==> src/rtl/mips_pkg.sv <==
// Types and constants shared between the fetch stage and the MIPS core.
package mips_pkg;

  localparam int unsigned INSTR_BYTES = 4;

  typedef enum logic [5:0] {
    OP_RTYPE  = 6'h00,
    OP_REGIMM = 6'h01,
    OP_J      = 6'h02,
    OP_JAL    = 6'h03,
    OP_BEQ    = 6'h04,
    OP_BNE    = 6'h05,
    OP_ADDI   = 6'h08,
    OP_ADDIU  = 6'h09,
    OP_SLTI   = 6'h0A,
    OP_ANDI   = 6'h0C,
    OP_ORI    = 6'h0D,
    OP_XORI   = 6'h0E,
    OP_LUI    = 6'h0F,
    OP_LW     = 6'h23,
    OP_SW     = 6'h2B
  } t_opcode;

  typedef enum logic [3:0] {
    ALU_ADD, ALU_SUB, ALU_AND, ALU_OR, ALU_XOR, ALU_NOR,
    ALU_SLT, ALU_SLTU, ALU_SLL, ALU_SRL, ALU_SRA, ALU_LUI
  } t_alu_ctrl;

  typedef struct packed {
    logic [31:0] pc;
    logic [31:0] instr;
  } t_fetch_entry;

  function automatic logic [31:0] word_align(input logic [31:0] addr);
    return {addr[31:2], 2'b00};
  endfunction

endpackage

==> src/rtl/mips_sync_fifo.sv <==
// Synchronous FIFO with registered storage, flush and occupancy count.
module mips_sync_fifo #(
  parameter int unsigned WIDTH = 64,
  parameter int unsigned DEPTH = 4
) (
  input  logic                         clk,
  input  logic                         rst,
  input  logic                         flush,
  input  logic                         push,
  input  logic [WIDTH-1:0]             push_data,
  input  logic                         pop,
  output logic [WIDTH-1:0]             head,
  output logic [$clog2(DEPTH+1)-1:0]   count
);

  localparam int unsigned AW = $clog2(DEPTH);
  localparam int unsigned CW = $clog2(DEPTH+1);
  localparam logic [CW-1:0] FULL = CW'(DEPTH);

  logic [WIDTH-1:0] mem [DEPTH];
  logic [AW-1:0]    wr_ptr;
  logic [AW-1:0]    rd_ptr;

  assign head = mem[rd_ptr];

  always_ff @(posedge clk) begin
    if (!rst) begin
      mem    <= '{default: '0};
      wr_ptr <= '0;
      rd_ptr <= '0;
      count  <= '0;
    end else if (flush) begin
      wr_ptr <= '0;
      rd_ptr <= '0;
      count  <= '0;
    end else begin
      // Upstream credit accounting must never let a push reach a full FIFO.
      assert (!(push && count == FULL));
      if (push) begin
        mem[wr_ptr] <= push_data;
        wr_ptr      <= wr_ptr + 1'b1;
      end
      if (pop) rd_ptr <= rd_ptr + 1'b1;
      if (push && !pop)      count <= count + 1'b1;
      else if (pop && !push) count <= count - 1'b1;
    end
  end

endmodule

==> src/rtl/mips_fetch_unit.sv <==
// Instruction fetch stage: PC generation, credit-limited memory requests,
// prefetch buffering and redirect handling with stale-response dropping.
module mips_fetch_unit
  import mips_pkg::*;
#(
  parameter logic [31:0] RESET_PC = 32'h0000_0000,
  parameter int unsigned DEPTH    = 4
) (
  input  logic        clk,
  input  logic        rst,
  output logic        imem_req_valid,
  input  logic        imem_req_ready,
  output logic [31:0] imem_req_addr,
  input  logic        imem_resp_valid,
  input  logic [31:0] imem_resp_data,
  input  logic        redirect_valid,
  input  logic [31:0] redirect_target,
  output logic        if_valid,
  input  logic        if_ready,
  output logic [31:0] if_instr,
  output logic [31:0] if_pc
);

  localparam int unsigned CW   = $clog2(DEPTH+1);
  localparam logic [CW:0] CAP  = (CW+1)'(DEPTH);
  localparam logic [31:0] STEP = 32'(INSTR_BYTES);

  logic [31:0]   fetch_pc;
  logic [31:0]   resp_pc;
  logic [CW-1:0] live_cnt;
  logic [CW-1:0] drop_cnt;
  logic [CW-1:0] fifo_cnt;
  logic          active;
  logic          has_credit;
  logic          req_fire;
  logic          push;
  logic          resp_drop;
  logic          pop;
  t_fetch_entry  push_entry;
  t_fetch_entry  head;

  // active holds request issue off for the whole reset period without a
  // combinational path from rst to the outputs.
  assign has_credit     = ({1'b0, fifo_cnt} + {1'b0, live_cnt}) < CAP;
  assign imem_req_valid = active && !redirect_valid && has_credit;
  assign imem_req_addr  = fetch_pc;
  assign req_fire       = imem_req_valid && imem_req_ready;

  assign resp_drop = imem_resp_valid && !redirect_valid && (drop_cnt != '0);
  assign push      = imem_resp_valid && !redirect_valid && (drop_cnt == '0);
  assign push_entry = '{pc: resp_pc, instr: imem_resp_data};

  assign if_valid = !redirect_valid && (fifo_cnt != '0);
  assign pop      = if_valid && if_ready;
  assign if_pc    = head.pc;
  assign if_instr = head.instr;

  mips_sync_fifo #(
    .WIDTH (64),
    .DEPTH (DEPTH)
  ) u_fifo (
    .clk       (clk),
    .rst       (rst),
    .flush     (redirect_valid),
    .push      (push),
    .push_data (push_entry),
    .pop       (pop),
    .head      (head),
    .count     (fifo_cnt)
  );

  always_ff @(posedge clk) begin
    if (!rst) begin
      fetch_pc <= RESET_PC;
      resp_pc  <= RESET_PC;
      live_cnt <= '0;
      drop_cnt <= '0;
      active   <= 1'b0;
    end else begin
      active <= 1'b1;
      if (redirect_valid) begin
        // Everything still in flight becomes stale; a response arriving now
        // is discarded directly instead of being counted.
        fetch_pc <= word_align(redirect_target);
        resp_pc  <= word_align(redirect_target);
        drop_cnt <= live_cnt + drop_cnt - CW'(imem_resp_valid);
        live_cnt <= '0;
      end else begin
        if (req_fire)  fetch_pc <= fetch_pc + STEP;
        if (push)      resp_pc  <= resp_pc + STEP;
        if (resp_drop) drop_cnt <= drop_cnt - 1'b1;
        live_cnt <= live_cnt + CW'(req_fire) - CW'(push);
      end
    end
  end

endmodule

==> config.mk <==
export PLATFORM = sky130hd
export DESIGN_NAME = mips_fetch_unit
export DESIGN_NICKNAME = d
export VERILOG_FILES = /design/src/rtl/mips_pkg.sv /design/src/rtl/mips_sync_fifo.sv /design/src/rtl/mips_fetch_unit.sv
export SDC_FILE = /design/constraint.sdc
export NUM_CORES = 1
export LEC_CHECK = 0
export ABC_AREA = 1
export BUFFER_PORTS_ARGS = -buffer_cell sky130_fd_sc_hd__buf_2
export CORE_ASPECT_RATIO = 1.1
export CORE_MARGIN = 5
export CORE_UTILIZATION = 30
export DETAILED_ROUTE_END_ITERATION = 8
export PLACE_DENSITY = 0.56
export SLEW_MARGIN = 40
export SYNTH_ARGS = -nofsm -noshare
export SYNTH_HDL_FRONTEND = slang
export SYNTH_SLANG_ARGS = --single-unit
export TNS_END_PERCENT = 30
==> constraint.sdc <==
create_clock -name clk -period 2.3 [get_ports clk]
set_clock_uncertainty 0.05 [all_clocks]
set_input_delay 0.46 -clock clk [delete_from_list [all_inputs] [get_ports clk]]
set_output_delay 0.46 -clock clk [all_outputs]
set_load 0.01 [all_outputs]
# [Word level (Yosys, flattened, before mapping)]
# Cells that the tools add are included.
[totals] ff_bits=334 in_bits=70 output_inout_bits=98 wordCells=72
[op_classes] addsub=12 order_cmp=4 n_mux=15 n_bitwise=4 reduce_logical=23
[op_table] operator="bitwise mux 256 bit" n=1
[op_table] operator="two-way mux 64 bit" n=3
[op_table] operator="binary-select mux 64 bit (select 2 bit)" n=1
[op_table] operator="demux 64 bit (select 2 bit)" n=1
[op_table] operator="two-way mux 32 bit" n=4
[op_table] operator="adder 32 x 3 -> 32 bit (second input constant)" n=2
[op_table] operator="two-way mux 3 bit" n=4
[op_table] operator="logical AND 1 bit" n=11
[op_table] operator="nonzero test 2 bit" n=4
[op_table] operator="greater-or-equal comparator 3 bit (second input constant)" n=2
[op_table] operator="NOT 2 -> 3 bit" n=2
[op_table] operator="nonzero test 3 bit" n=2
[op_table] operator="subtractor 3 x 1 -> 3 bit" n=2
[op_table] operator="subtractor 3 x 1 -> 3 bit (second input constant)" n=2
[op_table] operator="adder 2 x 1 -> 2 bit (second input constant)" n=2
[op_table] operator="adder 3 x 3 -> 4 bit" n=1
[op_table] operator="less-than comparator 4 x 3 -> 1 bit (second input constant)" n=1
[op_table] operator="adder 3 x 1 -> 3 bit" n=1
[op_table] operator="adder 3 x 1 -> 3 bit (second input constant)" n=1
[op_table] operator="adder 3 bit" n=1
[op_table] operator="logical NOT 1 bit" n=3
[op_table] operator="logical NOT 3 bit" n=1
[op_table] operator="less-than comparator 3 x 1 -> 1 bit (second input constant)" n=1
[op_table] operator="NOT 1 bit" n=2
[op_table] operator="other kinds (3)" n=3

# [Logic depth before layout (Yosys ltp)]
[depth] depth_word=7 mapped_depth=13 mapped_depth_nobuf=12

# [Modules after synthesis]
# Synthesis repeated with hierarchy kept, for this count alone.
[hier_totals] cells_unflattened=2311 area_unflattened_um2=15846.4
[modules_own_cells] module="mips_sync_fifo" instances=1 cells_per_inst=1523 area_each_um2=11135.7
[modules_own_cells] module="mips_fetch_unit" instances=1 cells_per_inst=788 area_each_um2=4710.8

# [Least setup slack after synthesis]
# Ideal clock, no wire load.
[synth_path] path_type="register to register" startpoint="register live_cnt[2]" endpoint="register live_cnt[2]" setup_ns=0.117 arrival_ns=2.382 required_ns=2.133 path_slack_ns=-0.249 stages_incl_launch_ff=14 n_path_buf=1 cell_sequence="dfxtp_1 -> ha_1 -> nor2_1 -> nand2_1 -> nor2_2 -> nand2_2 -> buf_6 -> ha_1 -> inv_1 -> ha_1 -> fa_1 -> xor2_1 -> xor2_1 -> nor2_1"
[synth_between] elab_chain_len=6
[synth_rtl] item="start, declared" line_no="mips_fetch_unit.sv:30" source="logic [CW-1:0] live_cnt;"
[synth_rtl] item="start signal, assigned" line_no="mips_fetch_unit.sv:92" source="live_cnt <= live_cnt + CW'(req_fire) - CW'(push);"
[synth_rtl] item="adder 3 x 3 -> 4 bit" line_no="mips_fetch_unit.sv:44" source="assign has_credit = ({1'b0, fifo_cnt} + {1'b0, live_cnt}) < CAP;"
[synth_rtl] item="less-than comparator 4 x 3 -> 1 bit" line_no="mips_fetch_unit.sv:44"
[synth_rtl] item="logical AND 1 bit" line_no="mips_fetch_unit.sv:45" source="assign imem_req_valid = active && !redirect_valid && has_credit;"
[synth_rtl] item="via imem_req_valid" line_no="mips_fetch_unit.sv:11" source="output logic imem_req_valid,"
[synth_rtl] item="logical AND 1 bit" line_no="mips_fetch_unit.sv:47" source="assign req_fire = imem_req_valid && imem_req_ready;"
[synth_rtl] item="adder 3 x 1 -> 3 bit" line_no="mips_fetch_unit.sv:92"
[synth_rtl] item="subtractor 3 x 1 -> 3 bit" line_no="mips_fetch_unit.sv:92"
# The timed path passes the listed nets, and every way through them passes these cells.
# A chain may end at the register's enable or synchronous reset.

# [Worst setup path in the final report]
[layout_path] startpoint="register u_fifo.rd_ptr[0]" endpoint="output if_instr[12]"
[layout_between] elab_chain_len=4
[layout_rtl] item="start, declared" line_no="mips_sync_fifo.sv:22" source="logic [AW-1:0] rd_ptr;"
[layout_rtl] item="start signal, assigned" line_no="mips_sync_fifo.sv:43" source="if (pop) rd_ptr <= rd_ptr + 1'b1;"
[layout_rtl] item="NOT 2 -> 3 bit (implied by the code)" line_no="mips_sync_fifo.sv:24" source="assign head = mem[rd_ptr];"
[layout_rtl] item="binary-select mux 64 bit (select 2 bit)" line_no="mips_sync_fifo.sv:24"
[layout_rtl] item="two-way mux 64 bit (implied by the code) (2 in a row)" line_no="mips_sync_fifo.sv:24"
[layout_rtl] item="end, declared" line_no="mips_fetch_unit.sv:20" source="output logic [31:0] if_instr,"
# Every way passes these cells. The select of a mux whose other input is x is not followed.

==> results by group <==
Final layout
  – Layout area overhead: 22.92%
  – Multi-input logic area: roughly 8400 um^2
  – Reg area: 6457 um^2
  – Diodes inserted: 0
  – Fillers: 5,470
  – Fin util: 37.10%
  – Final net count: around 2,500
  – Layout cells sized above 1: 16.96%

Die
  – Io pins: 168
  – Die ar.: 57,200 um^2
  – Die height: 250.3 um
  – Initial Util: just over 30%
  – Core area: 52,190 um^2
  – # rows: 88
  – Horiz. Die Dim: 228.5 um

Yosys
  – Synth Cell Area: 15,750 um^2
  – Cell taking the most area after synthesis: dfxtp_1
  – Sequential area share after synthesis: 40.92%
  – Synth unique cells: 36
  – Synth top area share: between 40% and 50%
  – Gate Count Post-Synth: 2,315
  – Most area-consuming cells after synthesis: dfxtp_1 41%, nand2_1 12%, nand3_1 9.9%
  – Yosys reg bits: 322
  – Average cell area after synthesis: 6.805 um^2
  – Yosys warns: 0

Timing
  – Slew Limit Fails: 0
  – Slew @ Worst Pin: 0.7536 ns
  – RSZ-0062 raised after global routing: yes
  – Fin. Hold Viols: 0
  – Worst setup margin: -0.09162 ns
  – Highest clock rate: 418.1 MHz
  – Max_slew headroom: 49.76%
  – Tcrit/Tclk final: 104.0%
  – Crit path time final: 2.392 ns
  – Setup Viol. Count Final: 22
  – Setup TNS: -0.7921 ns

Routing
  – DRT Pass-1 Iters: 5
  – DR vias: 16,290
  – Vias per cell: between 5 and 6
  – DRT antenna net count: 0
  – Final WL: between 50,000 and 60,000 um
  – # DRC: 0
  – DR WL/cell: ~19 um
  – Initial drt markers: 1,505

Setup path
  – Reg-to-reg startpoint: u_fifo.count[2]$_SDFFE_PP0P_
  – R2R Setup Slk: around 0.01 ns
  – Critical path required time: roughly 1.8 ns
  – Worst reg2reg path endpoint: live_cnt[2]$_SDFF_PP0_
  – R2R cell count: 12
  – Worst setup SP type: flop
  – Setup crit end kind: output pin
  – WS Path Type: reg -> out
  – Crit path DAT: about 1.9 ns
  – Crit path max fanout: 8

Run
  – MaxCap Viol Count: 0

GRT
  – First-pass GRT wire length: 87,320 um
  – Largest net degree at the start of global routing: 138
  – Vias in the first global route: 15,550
  – Total gr overflow: 0
  – Total track usage: 18.55%
  – Initial antenna violation count: 0

Pwr
  – Worst IR Drop VDD: roughly 0.38 mV
  – Static Leakage: 7.266 nW
  – Total power draw: 13.35 mW
  – Power Density: 689.4 nW/um^2

Worst hold path
  – HP Start: imem_resp_data[11]
  – Min-delay worst type: in -> reg
  – Min-Delay Endpoint: u_fifo.mem[203]$_SDFFE_PN0P_
  – Hold depth: 3

Place
  – Gp weighted congestion: 0.8526
  – DPL Wire Length: 33,110 um
  – PortBufs: 161

CTS
  – Hold Buf Count CTS: 0
  – Sink Count: 322
  – Clk root buf: clkbuf_16
  – CTS tree: done
  – Clk slew on worst S/H paths: 0.06 ns
  – Clock Latency Late Sink: 0.54 ns
  – CTS max path bufs: 3
  – H-tree level count: 2
  – TritonCTS Buffers: 38

Status
  – Outcome: finished with violations
  – Violated checks: setup timing
critical path, stage by stage, from the launching register on:
cell       delay (ns)
dfxtp_4          0.46
buf_12           0.19
clkbuf_16        0.20
o21ai_0          0.09
o22ai_1          0.21
buf_2            0.18
stage by stage:
stage	instances	worst slack, ns	instance area [um^2]	hold slack (ns)
after global routing	3104	-0.1312	19360	0.1627
after floorplan	2318	-0.1310	15800	0.3865
after CTS	3091	-0.1015	18820	0.1425
final	3104	-0.09162	19360	0.1714
after global placement	3019	-0.1799	17210	0.3939
after detailed placement	3019	-0.2079	17210	0.3986
routing by layer:
| metal | wire (um) | vias up | global-route usage [%] |
|---|---|---|---|
| met1 | 24990 | 7767 | 24.35 |
| li1 | - | 7902 | - |
| met2 | 27780 | 525 | 31.29 |
| met3 | 3420 | 94 | 2.879 |
| met4 | 1664 | 0 | 6.103 |
| met5 | 0 | - | 0 |
repair_timing:
item / CTS / global route
cloned: 7 / 10
gates resized for setup: 68 / 116
pin swaps: 2 / 19
setup buffers: 3 / 4
setup endpoints to repair: 54 / 102
layout by cell type, fill, tap and decap left out, drive strengths merged:
| cell | count |
|---|---|
| nand4 | 6 |
| buf | 237 |
| nor3b | 1 |
| clkbuf | 64 |
| clkinvlp | 1 |
| o21bai | 4 |
| bufinv | 1 |
| a21oi | 301 |
| conb | 4 |
| dfxtp | 322 |
| fa | 3 |
| a221oi | 1 |
| o22ai | 65 |
| o211ai | 2 |
| and2 | 3 |
| a31oi | 12 |
| ha | 16 |
| inv | 113 |
| nand3 | 312 |
| o21ai | 171 |
| xnor2 | 7 |
| clkinv | 8 |
| nor3 | 1 |
| nand3b | 8 |
| nor2 | 238 |
| nand2 | 520 |
| xor2 | 8 |
how the worst max path moves through the flow:
stage               depth (start not counted)                           from                       end  slack, ns
floorplan                                  13   u_fifo.count[1]$_SDFFE_PP0P_    live_cnt[2]$_SDFF_PP0_      -0.13
global placement                           10                 redirect_valid  resp_pc[17]$_SDFFE_PN0P_      -0.18
detailed placement                         10                 redirect_valid  resp_pc[17]$_SDFFE_PN0P_      -0.21
CTS                                         6  u_fifo.rd_ptr[0]$_SDFFE_PP0P_                 if_pc[29]      -0.10
global route                                6  u_fifo.rd_ptr[0]$_SDFFE_PP0P_                 if_pc[20]      -0.13
finish                                      5  u_fifo.rd_ptr[0]$_SDFFE_PP0P_              if_instr[12]      -0.09
synth_stat cells:
cell type,count
nand2_1,514
dfxtp_1,322
nand3_1,311
a21oi_1,301
nor2_1,224
o21ai_0,171
inv_1,109
clkbuf_1,95
buf_2,71
o22ai_1,65
buf_4,22
ha_1,16
a31oi_1,12
nand3b_1,8
nor2_2,8
xor2_1,8
xnor2_1,7
nand4_1,6
clkinv_1,5
nand2_2,5
nor2_4,5
o21bai_1,4
and2_1,3
buf_1,3
buf_6,3
fa_1,3
inv_2,3
clkbuf_2,2
o211ai_1,2
a221oi_1,1
conb_1,1
nand2_4,1
nand3_4,1
nor2_8,1
nor3_1,1
nor3b_1,1
power by group:
part           internal, mW  switching [mW]  leakage [nW]  total (mW)
Combinational         0.516           0.997          4.07        1.51
Sequential             5.72           0.191          2.61        5.91
Clock                  3.53            2.40         0.589        5.93
Total                  9.76            3.59          7.27        13.3
registers in the layout (all words and copies together), names as in the netlist:
| register | cells |
|---|---|
| active | 1 |
| resp_pc | 30 |
| u_fifo.mem | 248 |
| live_cnt | 3 |
| u_fifo.rd_ptr | 2 |
| u_fifo.count | 3 |
| imem_req_addr | 30 |
| u_fifo.wr_ptr | 2 |
| drop_cnt | 3 |
cells by family after synthesis:
kind of cell	after synthesis	share of synthesized area (%)
XOR/XNOR	15	0.8340
adder cells (fa/ha/maj)	19	1.652
other	1	0.02381
buffers and inverters	313	8.705
AO/OA/AOI/OAI	556	18.40
flip-flops	322	40.92
AND/OR/NAND/NOR	1089	29.47
layout make-up:
cell class / count / share of cell area (%)
multi-input cells: 1683 / 43.18
well taps: 675 / 4.362
repair buffers: 245 / 10.52
clock buffers: 56 / 5.899
inverters: 117 / 2.397
clock inverters: 6 / 0.2972
flip-flops and latches: 322 / 33.35
(Power assumes the default switching activity.)
